--- config.mk ---
export PLATFORM = sky130hd
export DESIGN_NAME = egr_mri_rrq
export DESIGN_NICKNAME = d
export VERILOG_FILES = /design/src/rtl/egr_mri_pkg.sv /design/src/rtl/egr_rr_arb.sv /design/src/rtl/egr_mri_rrq.sv
export SDC_FILE = /design/constraint.sdc
export NUM_CORES = 1
export LEC_CHECK = 0
export BUFFER_PORTS_ARGS = -buffer_cell sky130_fd_sc_hd__buf_2
export CAP_MARGIN = 20
export CELL_PAD_IN_SITES_DETAIL_PLACEMENT = 1
export CELL_PAD_IN_SITES_GLOBAL_PLACEMENT = 1
export CORE_UTILIZATION = 35
export DETAILED_ROUTE_END_ITERATION = 16
export GPL_ROUTABILITY_DRIVEN = 0
export PLACE_DENSITY = 0.75
export SYNTH_ARGS = -nofsm -noshare
export SYNTH_HDL_FRONTEND = slang
export SYNTH_SLANG_ARGS = --single-unit
export TNS_END_PERCENT = 5
--- constraint.sdc ---
create_clock -name cclk -period 3.7 [get_ports cclk]
set_input_delay 0.74 -clock cclk [delete_from_list [all_inputs] [get_ports cclk]]
set_output_delay 0.74 -clock cclk [all_outputs]
set_load 0.005 [all_outputs]
--- src/rtl/egr_mri_pkg.sv ---
// Shared defaults, types and helpers for the egress Mesh Read Interface
// request-side receiver.
package egr_mri_pkg;

    localparam int N_REQ_DEF        = 4;
    localparam int ADDR_W_DEF       = 20;
    localparam int DATA_W_DEF       = 64;
    localparam int TAG_W_DEF        = 4;
    localparam int MESH_CREDITS_DEF = 8;

    localparam int N_TAGS_DEF   = 2 ** TAG_W_DEF;
    localparam int REQ_ID_W_DEF = (N_REQ_DEF > 1) ? $clog2(N_REQ_DEF) : 1;

    typedef logic [TAG_W_DEF-1:0]    mri_tag_t;
    typedef logic [REQ_ID_W_DEF-1:0] mri_req_id_t;
    typedef logic [ADDR_W_DEF-1:0]   mri_addr_t;

    // Index of the lowest set bit of free_map; zero when nothing is free.
    function automatic mri_tag_t lowest_free(input logic [N_TAGS_DEF-1:0] free_map);
        mri_tag_t idx;
        idx = '0;
        for (int i = N_TAGS_DEF - 1; i >= 0; i--) begin
            idx = free_map[i] ? mri_tag_t'(i) : idx;
        end
        return idx;
    endfunction

endpackage

--- src/rtl/egr_rr_arb.sv ---
// N-way round-robin arbiter: one-hot grant plus winner index, search starts at
// the internal pointer which moves past the winner when upd is asserted.
module egr_rr_arb #(
    parameter int N     = 4,
    parameter int IDX_W = (N > 1) ? $clog2(N) : 1
) (
    input  logic             clk,
    input  logic             rst_n,
    input  logic [N-1:0]     req,
    input  logic             en,
    input  logic             upd,
    output logic [N-1:0]     gnt,
    output logic [IDX_W-1:0] win
);

    localparam logic [IDX_W:0]   N_L   = (IDX_W + 1)'(N);
    localparam logic [IDX_W-1:0] LAST  = IDX_W'(N - 1);

    logic [IDX_W-1:0] ptr_r;
    logic [N-1:0]     req_rot_s;
    logic [IDX_W-1:0] off_s;
    logic [IDX_W:0]   sum_s;
    logic             hit_s;
    logic             take_s;

    // Rotate requests so bit 0 is the pointer position, then pick the first hit.
    always_comb begin
        req_rot_s = N'({req, req} >> ptr_r);
        off_s     = '0;
        hit_s     = 1'b0;
        take_s    = 1'b0;
        for (int k = 0; k < N; k++) begin
            take_s = en && req_rot_s[k] && !hit_s;
            off_s  = take_s ? IDX_W'(k) : off_s;
            hit_s  = hit_s | take_s;
        end
        sum_s = {1'b0, ptr_r} + {1'b0, off_s};
        win   = (sum_s >= N_L) ? IDX_W'(sum_s - N_L) : sum_s[IDX_W-1:0];
        gnt   = hit_s ? (N'(1) << win) : '0;
    end

    // Pointer moves to the port after the winner on a taken grant.
    always_ff @(posedge clk or negedge rst_n) begin
        if (!rst_n) begin
            ptr_r <= '0;
        end else if (upd) begin
            ptr_r <= (win == LAST) ? '0 : win + IDX_W'(1);
        end else begin
            ptr_r <= ptr_r;
        end
    end

endmodule

--- src/rtl/egr_mri_rrq.sv ---
// Egress MRI read-request receiver: round-robin over requesters, tag allocation,
// credit-controlled issue to the mesh and tag-routed response return.
module egr_mri_rrq
    import egr_mri_pkg::*;
#(
    parameter int N_REQ        = N_REQ_DEF,
    parameter int ADDR_W       = ADDR_W_DEF,
    parameter int DATA_W       = DATA_W_DEF,
    parameter int TAG_W        = TAG_W_DEF,
    parameter int MESH_CREDITS = MESH_CREDITS_DEF
) (
    input  logic                    cclk,
    input  logic                    rst_n,
    input  logic [N_REQ-1:0]        req_valid,
    input  logic [N_REQ*ADDR_W-1:0] req_addr,
    output logic [N_REQ-1:0]        req_ready,
    output logic                    mesh_rd_valid,
    output logic [ADDR_W-1:0]       mesh_rd_addr,
    output logic [TAG_W-1:0]        mesh_rd_tag,
    input  logic                    mesh_credit_ret,
    input  logic                    mesh_rsp_valid,
    input  logic [TAG_W-1:0]        mesh_rsp_tag,
    input  logic [DATA_W-1:0]       mesh_rsp_data,
    output logic [N_REQ-1:0]        rsp_valid,
    output logic [DATA_W-1:0]       rsp_data,
    output logic                    idle,
    output logic                    err_credit_ovf,
    output logic                    err_spurious_rsp
);

    localparam int N_TAGS = 2 ** TAG_W;
    localparam int CRD_W  = $clog2(MESH_CREDITS + 1);
    localparam int ID_W   = (N_REQ > 1) ? $clog2(N_REQ) : 1;
    localparam logic [CRD_W-1:0] CRD_MAX = CRD_W'(MESH_CREDITS);

    logic [N_REQ-1:0]  grant_s;
    logic [ID_W-1:0]   win_s;
    logic              eligible_s;
    logic              accept_s;
    logic [ADDR_W-1:0] win_addr_s;
    logic [TAG_W-1:0]  alloc_tag_s;

    logic [N_TAGS-1:0] busy_r;
    logic [N_TAGS-1:0] busy_nxt_s;
    logic [N_TAGS-1:0] clr_s;
    logic [N_TAGS-1:0] set_s;
    logic [ID_W-1:0]   owner_r [N_TAGS];

    logic [CRD_W-1:0]  credits_r;
    logic [CRD_W-1:0]  credits_nxt_s;
    logic              crd_ovf_s;
    logic              rsp_hit_s;
    logic              rsp_spur_s;

    logic              mesh_rd_valid_r;
    logic [ADDR_W-1:0] mesh_rd_addr_r;
    logic [TAG_W-1:0]  mesh_rd_tag_r;
    logic [N_REQ-1:0]  rsp_valid_r;
    logic [DATA_W-1:0] rsp_data_r;
    logic              idle_r;
    logic              err_credit_ovf_r;
    logic              err_spurious_rsp_r;

    egr_rr_arb #(
        .N     (N_REQ),
        .IDX_W (ID_W)
    ) u_arb (
        .clk   (cclk),
        .rst_n (rst_n),
        .req   (req_valid),
        .en    (eligible_s),
        .upd   (accept_s),
        .gnt   (grant_s),
        .win   (win_s)
    );

    // Grant eligibility, tag pick and response classification.
    always_comb begin
        eligible_s  = (credits_r != '0) && !(&busy_r);
        accept_s    = |grant_s;
        win_addr_s  = req_addr[int'(win_s) * ADDR_W +: ADDR_W];
        alloc_tag_s = TAG_W'(lowest_free(N_TAGS_DEF'(~busy_r)));
        rsp_hit_s   = mesh_rsp_valid && busy_r[mesh_rsp_tag];
        rsp_spur_s  = mesh_rsp_valid && !busy_r[mesh_rsp_tag];
        // The allocated tag comes from the registered bitmap, so it can never
        // collide with the tag freed by a response in the same cycle.
        clr_s       = {{(N_TAGS - 1){1'b0}}, rsp_hit_s} << mesh_rsp_tag;
        set_s       = {{(N_TAGS - 1){1'b0}}, accept_s} << alloc_tag_s;
        busy_nxt_s  = (busy_r & ~clr_s) | set_s;
    end

    // Credit counter next state; a return at full count saturates and flags.
    always_comb begin
        credits_nxt_s = credits_r;
        crd_ovf_s     = 1'b0;
        case ({accept_s, mesh_credit_ret})
            2'b10: begin
                credits_nxt_s = credits_r - CRD_W'(1);
            end
            2'b01: begin
                if (credits_r == CRD_MAX) begin
                    crd_ovf_s = 1'b1;
                end else begin
                    credits_nxt_s = credits_r + CRD_W'(1);
                end
            end
            default: begin
                credits_nxt_s = credits_r;
            end
        endcase
    end

    // Tag owner table: records which requester each issued tag belongs to.
    always_ff @(posedge cclk or negedge rst_n) begin
        if (!rst_n) begin
            for (int t = 0; t < N_TAGS; t++) begin
                owner_r[t] <= '0;
            end
        end else if (accept_s) begin
            owner_r[alloc_tag_s] <= win_s;
        end
    end

    // Main state and registered outputs.
    always_ff @(posedge cclk or negedge rst_n) begin
        if (!rst_n) begin
            busy_r             <= '0;
            credits_r          <= CRD_MAX;
            mesh_rd_valid_r    <= 1'b0;
            mesh_rd_addr_r     <= '0;
            mesh_rd_tag_r      <= '0;
            rsp_valid_r        <= '0;
            rsp_data_r         <= '0;
            idle_r             <= 1'b1;
            err_credit_ovf_r   <= 1'b0;
            err_spurious_rsp_r <= 1'b0;
        end else begin
            busy_r             <= busy_nxt_s;
            credits_r          <= credits_nxt_s;
            mesh_rd_valid_r    <= accept_s;
            mesh_rd_addr_r     <= accept_s ? win_addr_s : mesh_rd_addr_r;
            mesh_rd_tag_r      <= accept_s ? alloc_tag_s : mesh_rd_tag_r;
            rsp_valid_r        <= rsp_hit_s ? ({{(N_REQ - 1){1'b0}}, 1'b1} << owner_r[mesh_rsp_tag])
                                            : '0;
            rsp_data_r         <= rsp_hit_s ? mesh_rsp_data : rsp_data_r;
            idle_r             <= (busy_nxt_s == '0) && (credits_nxt_s == CRD_MAX);
            err_credit_ovf_r   <= err_credit_ovf_r | crd_ovf_s;
            err_spurious_rsp_r <= err_spurious_rsp_r | rsp_spur_s;
        end
    end

    assign req_ready        = grant_s;
    assign mesh_rd_valid    = mesh_rd_valid_r;
    assign mesh_rd_addr     = mesh_rd_addr_r;
    assign mesh_rd_tag      = mesh_rd_tag_r;
    assign rsp_valid        = rsp_valid_r;
    assign rsp_data         = rsp_data_r;
    assign idle             = idle_r;
    assign err_credit_ovf   = err_credit_ovf_r;
    assign err_spurious_rsp = err_spurious_rsp_r;

endmodule

==> results of run 1 <==
==> kinds of logic (layout without fill, tap and decap cells) <==
group,Yosys count,in the layout,share of synthesized area
compound gates,95,95,0.0959
xor+xnor,3,3,0.00609
fa+ha+maj,9,9,0.0152
buf+inv,49,345,0.0318
flops,150,150,0.508
mux,147,147,0.236
simple gates,155,155,0.108
==> layout by cell type, fill, tap and decap left out, drive strengths merged, types with 6 or more instances in the layout <==
cell type	synthesis	routed
a21oi	7	7
and2	6	6
buf	21	297
clkbuf	12	18
dfrtp	148	148
ha	9	9
inv	16	24
mux2	90	90
mux2i	44	44
mux4	13	13
nand2	66	66
nand2b	9	9
nand3	6	6
nand4	8	8
nor2	16	16
nor2b	8	8
nor3	8	8
nor4	6	6
o21ai	19	19
o221ai	23	23
o31ai	11	11
==> registers in the layout, summed over array words and instances, names as in the netlist <==
name / cells
u_arb.ptr_r: 2
idle: 1
credits_r: 4
mesh_rd_valid: 1
busy_r: 16
err_credit_ovf: 1
mesh_rd_tag: 4
err_spurious_rsp: 1
owner_r: 32
mesh_rd_addr: 20
rsp_valid: 4
rsp_data: 64
==> final cells by class <==
type / count / area (um^2) / area share
Sequential cell: 150 / 3760 / 0.380
Inverter: 16 / 62.6 / 0.00632
Clock buffer: 18 / 429 / 0.0434
Clock inverter: 14 / 164 / 0.0166
Timing Repair Buffer: 297 / 1620 / 0.164
Tap cell: 270 / 338 / 0.0341
Multi-Input combinational cell: 409 / 3520 / 0.356
==> path summary, 6_finish.rpt <==
kind / from / to / slack [ns]
hold reg to reg: err_spurious_rsp$_DFF_PN0_ / err_spurious_rsp$_DFF_PN0_ / 0.48
setup reg to reg: credits_r[1]$_DFF_PN0_ / idle$_DFF_PN1_ / 0.33
min in group cclk: err_spurious_rsp$_DFF_PN0_ / err_spurious_rsp$_DFF_PN0_ / 0.48
max in group asynchronous: rst_n / idle$_DFF_PN1_ / 2.41
hold / removal: rst_n / mesh_rd_addr[16]$_DFFE_PN0P_ / 0.37
setup / recovery: busy_r[3]$_DFF_PN0_ / req_ready[2] / 0.12
==> metrics by stage <==
stage	std cells	worst slack [ns]
after floorplan	608	0.0572
after global placement	1132	0.0228
after detailed placement	1132	-0.00404
after CTS	1171	0.000999
after global routing	1174	-0.0298
final	1174	0.122
==> routing by layer <==
layer | vias up | global-route usage
met5 | - | 0
met4 | 0 | 0.0727
met3 | 35 | 0.0475
met2 | 209 | 0.359
met1 | 3088 | 0.260
li1 | 2811 | -
==> power by group through the flow <==
stage	clock network (W)	logic, W	registers [W]
after floorplan	0	0.00272	0.00272
after global placement	0	0.00413	0.00272
after detailed placement	0	0.00424	0.00275
after CTS	0.00181	0.00435	0.00272
after global routing	0.00189	0.00490	0.00282
final	0.00178	0.00447	0.00272
==> repair_timing <==
| action | in CTS | in global routing |
|---|---|---|
| buffers inserted | 7 | 4 |
| pin swaps | 5 | 6 |
| gates resized for setup | 12 | 19 |
| hold buffers | 0 | 0 |
| endpoints found under the setup margin | 3 | 4 |
==> reports/results.tsv, run 1 <==
stage	metric	value	unit
run_status	status	complete, no violations	
sta	Worst Tran Pin Value	0.878	ns
routing	met2 WL post-DR	11200	um
critical_path	CP bufs+invs	2	
synthesis	Avg Inst Size Synth	12.2	um^2
power_and_ir_drop	switching fraction of total power	0.390	
power_and_ir_drop	pwr dens	907	nW/um^2
synthesis	syn_nets	773	
finish	Synth-to-Final Area Change	33.7	%
routing	detail-routed net length per standard cell	18.8	um
critical_path	Top Family by Delay on Critical Path	simple AND/OR/NAND/NOR gates	
run	# Max-Cap Violations	0	
hold_path	hold crit path type	primary input to asynchronous set/reset pin	
clock_network	Worst-path clk slew	0.07	ns
power_and_ir_drop	Switch Pwr	0.00350	W
power_and_ir_drop	Worst VDD drop	0.768	mV
synthesis	warnings from Yosys	0	
critical_path	CP max stage delay	0.41	ns
floorplanning	num rows	52	
placement	PortBufs	255	
finish	final core occ	0.483	
critical_path	arrival time worst endpoint	2.84	ns
sta	Slew Limit Fails	0	
floorplanning	Die ar.	21700	um^2
critical_path	crit start category	flip-flop	
synthesis	Post-Syn Area	7400	um^2
sta	Max Fclk	280	MHz
placement	Post-DP HPWL	16400	um
routing	highest routed metal layer	met4	
clock_network	# clock sinks	150	
power_and_ir_drop	Lkg Pwr	4.69	nW
finish	filler instances	2289	
critical_path	number of cells on the critical path	11	
routing	Avg Vias per Cell	5.23	
finish	diodes inserted	0	
power_and_ir_drop	total power draw	0.00898	W
synthesis	Post-synth EDFFs	0	
floorplanning	Die W	147	um
sta	min cycle time layout	3.58	ns
critical_path	Crit-path slowest cell	dfrtp_1	
sta	final setup vio count	0	
synthesis	largest cells by area after synthesis	dfrtp_1 (50%), mux2_2 (14%), mux2i_1 (6.0%)	
synthesis	top-count cell post-synth	dfrtp_1	
floorplanning	io pins	256	
sta	Total Neg Setup Slack	0	ns
critical_path	worst path required time	2.96	ns
grt	global-route wire length before repair	35200	um
synthesis	Yosys cell types	68	
sta	hold_ws	0.373	ns
synthesis	synthesized flop and latch total	150	
power_and_ir_drop	Reg power frac	0.303	
routing	via count	6143	
clock_network	Root Buffer	clkbuf_16	
clock_network	htree depth	4	
synthesis	most instantiated cells after synthesis	dfrtp_1 (148), mux2_2 (90), nand2_1 (65)	
synthesis	Synth Instances	608	
placement	Cell Area, Placed	9100	um^2
synthesis	FFs w/ async S/R, synth	1.00	
clock_network	worst skew pair latency	0.43	ns
routing	post-route ant nets	0	
power_and_ir_drop	Clock power frac	0.198	
grt	pin count of the biggest net entering global routing	87	
sta	Tcrit/Tclk final	0.967	
clock_network	CTS tree	done	
grt	global route overflow	0	
floorplanning	Initial Util	0.361	
synthesis	area leader, netlist	dfrtp_1	
routing	routed length on met1	9200	um
routing	first-pass iteration count of the detailed router	4	
power_and_ir_drop	Comb power frac	0.499	
grt	initial antenna violation count	0	
critical_path	R2R cell count	14	
sta	RSZ-0062 raised after global routing	true	
critical_path	crit-path cells	nand4_1 > nor4b_4 > nor3_4 > a21boi_2 > ha_2 > xor2_4 > xnor2_4 > buf_6 > ha_4 > and2_4 > buf_6	
grt	vias in the first global route	6601	
routing	Routed WL	22100	um
routing	DR iter-0 viols	338	
power_and_ir_drop	Int Pwr	0.00548	W
synthesis	post-synthesis sequential area ratio	0.508	
routing	Post-route DRC	0	
sta	final hold violation count	0	
critical_path	CP Max Fanout	5	
clock_network	Num CTS Buffers	17	
floorplanning	Die Height	147	um
critical_path	CP Capture Type	output port	
finish	NumNets Final	1056	
grt	gr usage total	0.210	
sta	relative slew slack	0.409	
finish	Finished Cell Area	9900	um^2
synthesis	Most used DFF post-synth	dfrtp_1	
synthesis	Yosys top cell area share	0.500	
finish	share of post-route cells with drive strength above 1	0.515	
sta	skew final	0.0109	ns
critical_path	most frequent CP cell	buf_6	
floorplanning	core area	20500	um^2
clock_network	Clock Tree Buf Depth	2	
critical_path	crit path kind	flip-flop to output port	
routing	met3 wire len	1160	um
(Power assumes the default switching activity.)
==> run 2: changes to the inputs <==
--- a/config.mk
+++ b/config.mk
@@ -15,5 +15,6 @@
 export PLACE_DENSITY = 0.75
 export SYNTH_ARGS = -nofsm -noshare
 export SYNTH_HDL_FRONTEND = slang
+export SYNTH_HIERARCHICAL = 1
 export SYNTH_SLANG_ARGS = --single-unit
 export TNS_END_PERCENT = 5
==> reports/results.tsv, run 2 <==
stage	metric	value	unit	change
routing	via count	6134		-0.15%
synthesis	area leader, netlist	dfrtp_1		
floorplanning	num rows	52		unchanged
grt	global route overflow	0		unchanged
synthesis	Yosys cell types	69		+1.5%
critical_path	FF-to-FF Start	busy_r[14]$_DFF_PN0_		
sta	final setup vio count	1		+1
clock_network	hold buffer count at CTS	0		unchanged
synthesis	warnings from Yosys	6		+6
clock_network	Clock Tree Buf Depth	2		unchanged
sta	Setup WS post-layout	-0.252	ns	-0.374 ns
routing	Avg Vias per Cell	5.10		-2.5%
placement	Post-DP HPWL	17100	um	+4.2%
hold_path	hold crit path type	primary input to asynchronous set/reset pin		
critical_path	Critical Path Source	busy_r[14]$_DFF_PN0_		
finish	share of post-route cells with drive strength above 1	0.545		+0.0296
synthesis	Yosys top cell area share	0.500		about the same
critical_path	CP max stage delay	0.39	ns	-0.02 ns
sta	Max Fclk	253	MHz	-9.5%
routing	detail-routed net length per standard cell	19.5	um	+3.3%
critical_path	R2R cell count	19		+5
finish	filler instances	2248		-1.8%
synthesis	Post-synth EDFFs	0		unchanged
clock_network	htree depth	4		unchanged
floorplanning	Initial Util	0.361		about the same
routing	first-pass iteration count of the detailed router	4		unchanged
synthesis	post-synthesis sequential area ratio	0.507		about the same
finish	NumNets Final	1083		+2.6%
synthesis	top-count cell post-synth	dfrtp_1		
power_and_ir_drop	total power draw	0.0111	W	+24%
finish	most common cell after layout, fill and taps aside	buf_2		
clock_network	Root Buffer	clkbuf_16		
power_and_ir_drop	Worst VDD drop	0.770	mV	+0.23%
critical_path	r2r endpoint	idle$_DFF_PN1_		
synthesis	largest cells by area after synthesis	dfrtp_1 (50%), mux4_2 (10%), mux2_2 (8.5%)		
sta	Worst Tran Pin Value	0.647	ns	-0.231 ns
finish	diodes inserted	0		unchanged
synthesis	Synth Instances	593		-2.5%
sta	RSZ-0062 raised after global routing	true		
synthesis	synthesized flop and latch total	150		unchanged
synthesis	syn_nets	757		-2.1%
critical_path	Crit-path slowest cell	dfrtp_1		
critical_path	Top Family by Delay on Critical Path	simple AND/OR/NAND/NOR gates		
floorplanning	core area	20500	um^2	unchanged
critical_path	FF-to-FF setup slack	-0.25	ns	-0.58 ns
run	# Max-Cap Violations	0		unchanged
routing	Post-route DRC	0		unchanged
routing	DR iter-0 viols	188		-44%
floorplanning	Die Height	147	um	about the same
finish	Synth-to-Final Area Change	40.0	%	
clock_network	Num CTS Buffers	17		unchanged
synthesis	Post-Syn Area	7400	um^2	about the same
power_and_ir_drop	Lkg Pwr	4.95	nW	+5.4%
critical_path	crit start category	flip-flop		
clock_network	# clock sinks	150		unchanged
sta	Total Neg Setup Slack	-0.252	ns	-0.252 ns
sta	Tcrit/Tclk final	1.07		+0.101
grt	global-route wire length before repair	36800	um	+4.6%
run_status	status	finished with violations		
grt	initial antenna violation count	0		unchanged
power_and_ir_drop	pwr dens	1070	nW/um^2	+19%
clock_network	CTS tree	done		
sta	min cycle time layout	3.95	ns	+0.374 ns
finish	final core occ	0.506		+0.0229
synthesis	most instantiated cells after synthesis	dfrtp_1 (148), nand2_1 (89), mux2_2 (56)		
sta	Slew Limit Fails	0		unchanged
critical_path	crit path kind	flip-flop to flip-flop		
floorplanning	io pins	256		unchanged
sta	skew final	0.0124	ns	+0.00147 ns
finish	area of the multi-input gates	3630	um^2	+3.2%
routing	post-route ant nets	0		unchanged
placement	Place WS	-0.648	ns	-0.644 ns
finish	max reg flops	64		unchanged
finish	FF/Latch Area	3760	um^2	-0.20%
floorplanning	Die ar.	21700	um^2	about the same
critical_path	CP Capture Type	flip-flop		
critical_path	worst path required time	4.04	ns	+1.08 ns
run_status	failing checks	setup timing		
grt	vias in the first global route	6742		+2.1%
sta	final hold violation count	0		unchanged
synthesis	Most used DFF post-synth	dfrtp_1		
critical_path	CP bufs+invs	1		-1
synthesis	Avg Inst Size Synth	12.5	um^2	+2.6%
critical_path	crit-path cells	nand4_1 > nor2_4 > a21oi_4 > and3_4 > ha_4 > xor2_4 > xnor2_1 > ha_2 > and2_4 > nor4_4 > inv_4 > ha_4 > nand2b_4 > o221ai_2 > a21boi_4 > o311ai_4 > nor4b_2 > nand4_1 > nor4b_2		
grt	gr usage total	0.220		+0.0106
finish	most frequent cells in the layout	buf_2 (254), dfrtp_1 (148), nand2_1 (89)		
clock_network	worst skew pair latency	0.43	ns	about the same
floorplanning	Die W	147	um	about the same
synthesis	FFs w/ async S/R, synth	1.00		unchanged
sta	relative slew slack	0.569		+0.160
critical_path	arrival time worst endpoint	4.29	ns	+1.45 ns
critical_path	CP Max Fanout	6		+1
placement	PortBufs	255		unchanged
clock_network	Worst-path clk slew	0.07	ns	about the same
routing	Routed WL	23400	um	+5.8%
grt	pin count of the biggest net entering global routing	67		-23%
-- run 2: power breakdown --
part,switching (W),internal (W)
combinational,0.00348,0.00316
sequential,0.000327,0.00232
clock,0.000761,0.00110
total,0.00457,0.00658
-- run 2: worst max path at each step --
stage / to / slack (ns) / cells after the start
4_1_cts: idle$_DFF_PN1_ / -0.25 / 19
5_1_grt: idle$_DFF_PN1_ / -0.46 / 20
6_report: idle$_DFF_PN1_ / -0.25 / 19
3_3_place_gp: idle$_DFF_PN1_ / -0.51 / 20
2_1_floorplan: idle$_DFF_PN1_ / -0.64 / 22
3_5_place_dp: idle$_DFF_PN1_ / -0.65 / 20
-- run 2: cell families (layout without fill, tap and decap cells) --
| group | after synthesis | after routing | synth area share |
|---|---|---|---|
| AO/OA/AOI/OAI | 73 | 73 | 0.0659 |
| XOR/XNOR | 4 | 4 | 0.00473 |
| adder cells (fa/ha/maj) | 8 | 8 | 0.0135 |
| buffers and inverters | 46 | 385 | 0.0358 |
| flip-flops | 150 | 150 | 0.507 |
| multiplexers | 135 | 135 | 0.257 |
| AND/OR/NAND/NOR | 177 | 177 | 0.115 |
-- run 2: final cells by class --
type                    instances  area share
clock buffers                  18      0.0414
clock inverters                14      0.0199
inverters                      18     0.00676
multi-input cells             397       0.351
flip-flops and latches        150       0.362
well taps                     270      0.0326
repair buffers                335       0.186
-- run 2: layer usage --
layer / GRT usage / wire length (um)
met1: 0.259 / 9210
met2: 0.396 / 12600
met3: 0.0515 / 1130
met4: 0.0706 / 486
met5: 0 / 0
-- run 2: timing repair --
item | in CTS | in global routing
resized for setup | 22 | 19
endpoints found under the hold margin | 0 | 0
buffers inserted | 6 | 11
pin swaps | 18 | 15
endpoints found under the setup margin | 34 | 38
-- run 2: per-stage QoR --
step	instance area, um^2	hold WS (ns)	std cells
after floorplan	7510	0.444	593
final	10400	0.303	1202
after CTS	10200	0.318	1191
after detailed placement	9430	0.450	1154
after global routing	10400	0.343	1202
after global placement	9430	0.445	1154
==> run 3: changes to the inputs <==
--- a/config.mk
+++ b/config.mk
@@ -9,6 +9,7 @@
 export CAP_MARGIN = 20
 export CELL_PAD_IN_SITES_DETAIL_PLACEMENT = 1
 export CELL_PAD_IN_SITES_GLOBAL_PLACEMENT = 1
+export CORE_MARGIN = 5
 export CORE_UTILIZATION = 35
 export DETAILED_ROUTE_END_ITERATION = 16
 export GPL_ROUTABILITY_DRIVEN = 0
==> reports/results.tsv, run 3 (synthesis results as in run 2) <==
stage	metric	value	unit	change
finish	NumNets Final	1081		-0.18%
clock_network	worst skew pair latency	0.44	ns	about the same
clock_network	Num CTS Buffers	17		unchanged
routing	post-route ant nets	0		unchanged
grt	initial antenna violation count	0		unchanged
critical_path	arrival time worst endpoint	4.56	ns	+0.27 ns
floorplanning	num rows	53		+1.9%
finish	non-filler cells, final	1205		+0.25%
routing	first-pass iteration count of the detailed router	4		unchanged
critical_path	Crit-path slowest cell	dfrtp_1		
placement	dpl cells	1159		+0.43%
sta	Setup WS post-layout	-0.527	ns	-0.275 ns
sta	hold_ws	0.234	ns	-0.0685 ns
sta	skew final	0.0139	ns	+0.00150 ns
placement	Cell Area, Placed	9420	um^2	about the same
critical_path	crit path kind	flip-flop to flip-flop		
finish	share of post-route cells with drive strength above 1	0.553		+0.00762
critical_path	most frequent CP cell	ha_4		
hold_path	hold crit path type	primary input to asynchronous set/reset pin		
run_status	status	finished with violations		
grt	vias in the first global route	6988		+3.6%
sta	final hold violation count	0		unchanged
run_status	failing checks	setup timing		
sta	Worst Tran Pin Value	0.548	ns	-0.0989 ns
clock_network	Root Buffer	clkbuf_16		
clock_network	Worst-path clk slew	0.07	ns	about the same
critical_path	worst path required time	4.03	ns	about the same
finish	diodes inserted	0		unchanged
placement	PortBufs	255		unchanged
power_and_ir_drop	Lkg Pwr	4.91	nW	-0.80%
clock_network	hold buffer count at CTS	0		unchanged
critical_path	crit start category	flip-flop		
routing	Routed WL	24800	um	+6.2%
sta	Total Neg Setup Slack	-0.527	ns	-0.275 ns
floorplanning	Initial Util	0.353		-0.00794
finish	Synth-to-Final Area Change	39.5	%	
power_and_ir_drop	pwr dens	1100	nW/um^2	+2.7%
routing	via count	6192		+0.95%
floorplanning	Die Height	155	um	+5.4%
critical_path	Top Family by Delay on Critical Path	simple AND/OR/NAND/NOR gates		
sta	Tcrit/Tclk final	1.14		+0.0743
sta	Slew Limit Fails	0		unchanged
sta	RSZ-0062 raised after global routing	true		
critical_path	CP Capture Type	flip-flop		
finish	Finished Cell Area	10300	um^2	-0.40%
critical_path	CP max stage delay	0.38	ns	about the same
placement	Post-DP HPWL	18200	um	+6.3%
clock_network	htree depth	4		unchanged
grt	global route overflow	0		unchanged
finish	most frequent cells in the layout	buf_2 (254), dfrtp_1 (148), nand2_1 (87)		
grt	pin count of the biggest net entering global routing	104		+55%
sta	Max Fclk	237	MHz	-6.5%
floorplanning	Die ar.	24200	um^2	+11%
grt	gr usage total	0.201		-0.0192
floorplanning	Die W	155	um	+5.4%
clock_network	CTS tree	done		
sta	final setup vio count	1		unchanged
routing	Avg Vias per Cell	5.14		+0.69%
finish	most common cell after layout, fill and taps aside	buf_2		
finish	final core occ	0.493		-0.0131
routing	Post-route DRC	0		unchanged
power_and_ir_drop	Worst VDD drop	0.741	mV	-3.7%
routing	detail-routed net length per standard cell	20.6	um	+5.9%
critical_path	CP bufs+invs	3		+2
clock_network	# clock sinks	150		unchanged
floorplanning	io pins	256		unchanged
finish	max reg flops	64		unchanged
floorplanning	core area	21000	um^2	+2.2%
clock_network	Clock Tree Buf Depth	2		unchanged
run	# Max-Cap Violations	0		unchanged
critical_path	CP Max Fanout	6		unchanged
sta	min cycle time layout	4.23	ns	+0.275 ns
routing	DR iter-0 viols	306		+63%
grt	global-route wire length before repair	38200	um	+3.8%
critical_path	crit-path cells	inv_2 > ha_4 > nor3b_4 > a21oi_4 > and3_4 > ha_4 > xor2_2 > xnor2_1 > ha_2 > and2_4 > nor4_4 > buf_4 > inv_4 > ha_4 > nand2b_4 > o221ai_2 > a21boi_4 > o311ai_4 > nor4b_2 > nand4_1 > nor4b_2		
sta	relative slew slack	0.635		+0.0660
-- run 3: changes by cell type in the layout (fill, tap and decap cells not counted), moves of 2 or more --
cell        delta
nor2_1         -5
nor2_2         +6
bufinv_16      -2
nand2_1        -2
inv_6          +2
nand2_2        +2
clkinvlp_4     +2
-- run 3: final timing paths --
check / start / end / slack (ns) / cells after the start
max: credits_r[1]$_DFF_PN0_ / idle$_DFF_PN1_ / -0.53 / 21
min: rst_n / mesh_rd_addr[15]$_DFFE_PN0P_ / 0.23 / 1
max reg2reg: credits_r[1]$_DFF_PN0_ / idle$_DFF_PN1_ / -0.53 / 21
min reg2reg: mesh_rd_addr[19]$_DFFE_PN0P_ / mesh_rd_addr[19]$_DFFE_PN0P_ / 0.47 / 2
max in group asynchronous: rst_n / rsp_valid[1]$_DFF_PN0_ / 2.54 / 2
min in group cclk: mesh_rd_addr[19]$_DFFE_PN0P_ / mesh_rd_addr[19]$_DFFE_PN0P_ / 0.47 / 2
-- run 3: routing by layer --
metal	wire length, um	vias up	GRT usage
li1	-	2802	-
met5	0	-	0
met3	1350	36	0.0389
met4	421	0	0.0642
met2	13600	205	0.377
met1	9510	3149	0.229
-- run 3: repair_timing --
| item | CTS | global route |
|---|---|---|
| setup buffers | 14 | 3 |
| pin swaps | 10 | 13 |
| resized for setup | 26 | 22 |
| setup endpoints to repair | 29 | 64 |
-- run 3: stage by stage --
stage	power [W]	setup slack [ns]
finish	0.0114	-0.527
CTS	0.0112	-0.392
floorplan	0.00655	-0.635
global placement	0.00843	-0.552
detailed placement	0.00864	-0.726
global route	0.0122	-0.764
-- run 3: report_power, final --
group | switching, W | internal (W)
combinational | 0.00362 | 0.00338
clock | 0.000790 | 0.000967
sequential | 0.000329 | 0.00232
-- run 3: area by class of cell --
class / instances / area, um^2
clock buffers: 17 / 425
flip-flops and latches: 150 / 3760
multi-input cells: 397 / 3650
repair buffers: 333 / 1910
inverters: 18 / 70.1
fillers: 2282 / 10600
well taps: 275 / 344
clock inverters: 15 / 175
